### src/rtl/fetch_queue_unit.sv
// Instruction-fetch front end: PC generation, 1-cycle synchronous imem port,
// and a credit-controlled prefetch FIFO with valid/ready handshake to decode.
module fetch_queue_unit #(
    parameter int              XLEN       = 32,
    parameter logic [XLEN-1:0] RESET_PC   = '0,
    parameter int              ROM_ADDR_W = 10,
    parameter int              FIFO_DEPTH = 4
) (
    input  logic                  clk,
    input  logic                  rst,
    output logic                  imem_req,
    output logic [ROM_ADDR_W-1:0] imem_addr,
    input  logic [XLEN-1:0]       imem_rdata,
    input  logic                  redirect_valid,
    input  logic [XLEN-1:0]       redirect_pc,
    output logic                  out_valid,
    input  logic                  out_ready,
    output logic [XLEN-1:0]       out_inst,
    output logic [XLEN-1:0]       out_pc,
    output logic                  err_misaligned
);

    localparam int PTR_W = (FIFO_DEPTH > 1) ? $clog2(FIFO_DEPTH) : 1;
    localparam int CNT_W = PTR_W + 1;

    logic [XLEN-1:0]  fetch_pc_reg, fetch_pc_next;
    logic [XLEN-1:0]  inflight_pc_reg;
    logic             inflight_reg;
    logic [CNT_W-1:0] count_reg, count_next;
    logic [PTR_W-1:0] rd_ptr_reg, rd_ptr_next;
    logic [PTR_W-1:0] wr_ptr_reg, wr_ptr_next;
    logic             err_reg;

    logic [XLEN-1:0]  inst_mem [FIFO_DEPTH];
    logic [XLEN-1:0]  pc_mem   [FIFO_DEPTH];

    logic             pop;
    logic             push;
    logic [CNT_W:0]   credit_used;

    assign out_valid = (count_reg != '0);
    assign pop       = out_valid & out_ready;
    // A response that lands during a redirect belongs to the abandoned path.
    assign push      = inflight_reg & ~redirect_valid;

    // Queued entries plus the outstanding read must fit; a same-cycle pop frees a slot.
    assign credit_used = {1'b0, count_reg} + {{CNT_W{1'b0}}, inflight_reg}
                       - {{CNT_W{1'b0}}, pop};
    assign imem_req    = ~rst & ~redirect_valid
                       & (credit_used < (CNT_W+1)'(FIFO_DEPTH));
    assign imem_addr   = fetch_pc_reg[ROM_ADDR_W+1:2];

    // Head is forced to zero while empty so the outputs are clean out of reset.
    assign out_inst       = out_valid ? inst_mem[rd_ptr_reg] : '0;
    assign out_pc         = out_valid ? pc_mem[rd_ptr_reg]   : '0;
    assign err_misaligned = err_reg;

    always_comb begin
        fetch_pc_next = fetch_pc_reg;
        count_next    = count_reg;
        rd_ptr_next   = rd_ptr_reg;
        wr_ptr_next   = wr_ptr_reg;
        if (redirect_valid) begin
            fetch_pc_next = {redirect_pc[XLEN-1:2], 2'b00};
            count_next    = '0;
            rd_ptr_next   = '0;
            wr_ptr_next   = '0;
        end else begin
            if (imem_req) begin
                fetch_pc_next = fetch_pc_reg + XLEN'(4);
            end
            if (push) begin
                wr_ptr_next = wr_ptr_reg + PTR_W'(1);
            end
            if (pop) begin
                rd_ptr_next = rd_ptr_reg + PTR_W'(1);
            end
            count_next = count_reg + CNT_W'(push) - CNT_W'(pop);
        end
    end

    always_ff @(posedge clk or posedge rst) begin
        if (rst) begin
            fetch_pc_reg    <= RESET_PC;
            inflight_reg    <= 1'b0;
            inflight_pc_reg <= '0;
            count_reg       <= '0;
            rd_ptr_reg      <= '0;
            wr_ptr_reg      <= '0;
            err_reg         <= 1'b0;
        end else begin
            fetch_pc_reg <= fetch_pc_next;
            inflight_reg <= imem_req;
            if (imem_req) begin
                inflight_pc_reg <= fetch_pc_reg;
            end
            count_reg  <= count_next;
            rd_ptr_reg <= rd_ptr_next;
            wr_ptr_reg <= wr_ptr_next;
            if (redirect_valid && (redirect_pc[1:0] != 2'b00)) begin
                err_reg <= 1'b1;
            end
        end
    end

    // Storage carries no reset; validity is tracked entirely by count_reg.
    always_ff @(posedge clk) begin
        if (push) begin
            inst_mem[wr_ptr_reg] <= imem_rdata;
            pc_mem[wr_ptr_reg]   <= inflight_pc_reg;
        end
    end

endmodule

### config.mk
export PLATFORM = sky130hd
export DESIGN_NAME = fetch_queue_unit
export DESIGN_NICKNAME = d
export VERILOG_FILES = /design/src/rtl/fetch_queue_unit.sv
export SDC_FILE = /design/constraint.sdc
export NUM_CORES = 1
export LEC_CHECK = 0
export ABC_AREA = 1
export ABC_CLOCK_PERIOD_IN_PS = 5300
export BUFFER_PORTS_ARGS = -buffer_cell sky130_fd_sc_hd__buf_4
export CORE_ASPECT_RATIO = 1.25
export CORE_UTILIZATION = 59
export CTS_CLUSTER_SIZE = 20
export DETAILED_ROUTE_END_ITERATION = 7
export GPL_TIMING_DRIVEN = 1
export PLACE_DENSITY = 0.76
export SLEW_MARGIN = 30
export SYNTH_ARGS = -nofsm -noshare
export SYNTH_HDL_FRONTEND = slang
export SYNTH_SLANG_ARGS = --single-unit
export TNS_END_PERCENT = 30
### constraint.sdc
create_clock -name clk -period 5.3 [get_ports clk]
set_input_delay 1.06 -clock clk [delete_from_list [all_inputs] [get_ports clk]]
set_output_delay 1.06 -clock clk [all_outputs]
set_load 0.01 [all_outputs]
==> flow_summary.yaml <==
grt:
  gr-usage-all-layers: 0.250
  grt_start_max_net_pins: 100
  antenna_found_initial: 0
  grt_overflow: 0
  first_global_vias: 9400
  grt_first_pass_wirelength_um: 46900
power_and_ir_drop:
  switching_share: 0.327
  intPower_mw: 5.41
  peakVddDrop_mv: 0.365
  p_switching_mw: 2.63
  combPwrFrac: 0.290
  powerDensity_nw_per_um2: 507
  p_leak_nw: 6.24
  power_frac_seq: 0.422
  p_clk_frac: 0.287
critical_path:
  crit_family: "buffers and inverters"
  setup.worst_path.start: "rd_ptr_reg[0]$_DFFE_PP0P_"
  path_max_fanout: 71
  worstPathRequired_ns: 4.24
  r2r_start: "count_reg[1]$_DFF_PP0_"
  cp_cell_sequence: "inv_2 > buf_12 > o21ai_0 > a21oi_1 > buf_4"
  crit_path_end_kind: "output port"
  cp.arrival_ns: 2.88
  worst_path_largest_cell_delay_ns: 0.70
  path_buf_inv: 3
  slowest_stage: "inv_2"
  worstSetupPathType: "reg -> out"
  startpoint_type: "flop"
synthesis:
  synth_top_cell_area_share: 0.546
  ys_seq_elements: 317
  yosys-mux-area-fraction: 0
  synth_cells: 1313
  synth_common_cells: "nor2_1 (277), edfxtp_1 (248), nand2_1 (209), o21ai_0 (155), a21oi_1 (75)"
  ys.flop_type: "edfxtp_1"
  async_reset_ff_frac: 0.218
  synth.avg_cell_area_um2: 10.4
  synth_cell_types: 31
  synth_area_leaders: "edfxtp_1 (55%), dfrtp_1 (13%), nor2_1 (7.6%)"
  synth_area_leader_cell: "edfxtp_1"
  synth_fa_ha_area_frac: 0.00972
  yosys_warnings: 0
  synth_top_family_by_area: "simple AND/OR/NAND/NOR gates"
  ys_seq_area_frac: 0.672
  synth_most_common_cell: "nor2_1"
  synthSimpleGateAreaFrac: 0.169
  synthXorXnorAreaFrac: 0.00578
  synth_compound_area_frac: 0.0939
  synth_edf_count: 248
  synth_area_um2: 13600
clocking:
  clk_path_buf_depth: 3
  post_cts_buffers: 0
  cts_root_buf: "clkbuf_16"
  clkSinkCount: 317
  cts.repair.resized: 0
  cts_buffers: 29
  cts.clk_slew.worst_paths_ns: 0.07
  htreeDepth: 1
  postCtsHoldBufs: 0
  cts_tree: "yes"
  clkLatencyLatePin_ns: 0.54
placement:
  dpl.hpwl_um: 17400
  port_buffers: 142
  pre_cts_ws_ns: 1.83
  routabilityCongestion: 0.853
  place_inst: 1670
floorplanning:
  row_count: 61
  die-height_um: 172
  core_area_um2: 22400
  initial_utilization: 0.608
  dieArea_um2: 23700
  ios: 145
  die_w_um: 138
final_layout:
  fill_cells: 1615
  synthToLayoutAreaGrowth_pct: 16.4
  largest_reg_flops: 128
  final-instance-count-excl-fill: 1722
  largest_register: "inst_mem"
  diodes: 0
  layout-drive-gt1-share: 0.156
  reg.largest.list: "inst_mem: 128 flops, pc_mem: 120 flops"
  nNetsFinal: 1496
detailed_routing:
  drt-wirelength-per-cell_um: 17.2
  dr.first_iter.drc_count: 792
  drt-vias-per-instance: 5.56
  num_vias: 9566
  drt-pass1-iter-count: 7
  drc: 0
  drt_wl_total_um: 29600
  ant_nets: 0
timing:
  worst_slew_pin_slew_ns: 0.923
  rsz0062_at_grt: "false"
  maxSlewHeadroom: 0.385
  finalSetupTns_ns: 0
  hold_violations: 0
  min_period_ns: 3.94
  fin_ws_ns: 1.36
  setup_viol: 0
  finalCritPeriodShare: 0.743
  max_freq_ghz: 0.254
  maxSlewViolCount: 0
  skew_ns: 0.00768
worst_hold_path:
  min-delay-start: "err_misaligned$_DFFE_PP0P_"
  min_path_type: "reg -> reg"
run_status:
  outcome: "complete, no violations"
flow_run:
  max-cap-violations: 0
-- logic make-up (layout without fill, tap and decap cells) --
group | count (synthesis) | in the layout
and+or+nand+nor | 576 | 576
xor gates and xnor gates | 9 | 9
buffers and inverters | 147 | 272
DFF | 317 | 317
AOI/OAI and AO/OA | 253 | 253
other | 1 | 2
adders and majority gates | 10 | 10
-- cell usage in the layout (no fill, tap or decap), types with 15 or more instances in the layout --
cell type    n
nor3_1      15
nand2_1    208
o21ai_1     18
o21ai_0    155
edfxtp_1   248
buf_4      152
clkbuf_16   29
dfrtp_1     67
nand3_1     58
inv_1       60
nor2_1     273
a21oi_1     75
-- layout make-up --
class	instances	area [µm²]	share of cell area
clock buffers	34	764	0.0481
clock inverters	18	309	0.0195
inverters	65	244	0.0154
multi-input cells	850	3840	0.242
flip-flops and latches	317	9180	0.578
well taps	283	354	0.0223
repair buffers	155	1190	0.0751
-- stage by stage --
step	area, µm²	util	hold slack [ns]	power (mW)
floorplan	13600	-	0.476	4.80
global placement	14800	0.660	0.471	5.72
detailed placement	14800	0.660	0.500	5.78
CTS	15900	0.708	0.515	8.09
global route	15900	0.708	0.547	8.48
finish	15900	0.708	0.507	8.05
-- final timing paths --
check                                                  to  slack (ns)  depth (start not counted)
setup / recovery                               out_pc[13]        1.36                          5
hold / removal                 err_misaligned$_DFFE_PP0P_        0.51                          1
min in group asynchronous       wr_ptr_reg[0]$_DFFE_PP0P_        0.60                          2
hold reg to reg                err_misaligned$_DFFE_PP0P_        0.51                          1
max in group asynchronous  inflight_pc_reg[3]$_DFFE_PP0P_        3.73                          3
setup reg to reg                   count_reg[2]$_DFF_PP0_        2.36                         11
-- per-layer routing --
| layer | track usage | wire, µm | vias to the layer above |
|---|---|---|---|
| li1 | - | - | 4647 |
| met1 | 0.314 | 11900 | 4536 |
| met2 | 0.457 | 15200 | 333 |
| met3 | 0.0241 | 1820 | 50 |
| met4 | 0.0807 | 655 | 0 |
| met5 | 0 | 0 | - |
-- power groups by stage --
stage                     Sequential (mW)  Combinational (mW)  Clock (mW)
after floorplan                      3.32                1.48           0
after global placement               3.42                2.30           0
after detailed placement             3.44                2.34           0
after CTS                            3.40                2.36        2.34
after global routing                 3.44                2.61        2.43
final                                3.40                2.34        2.31
No activity file was read; power rests on OpenSTA's default activity.
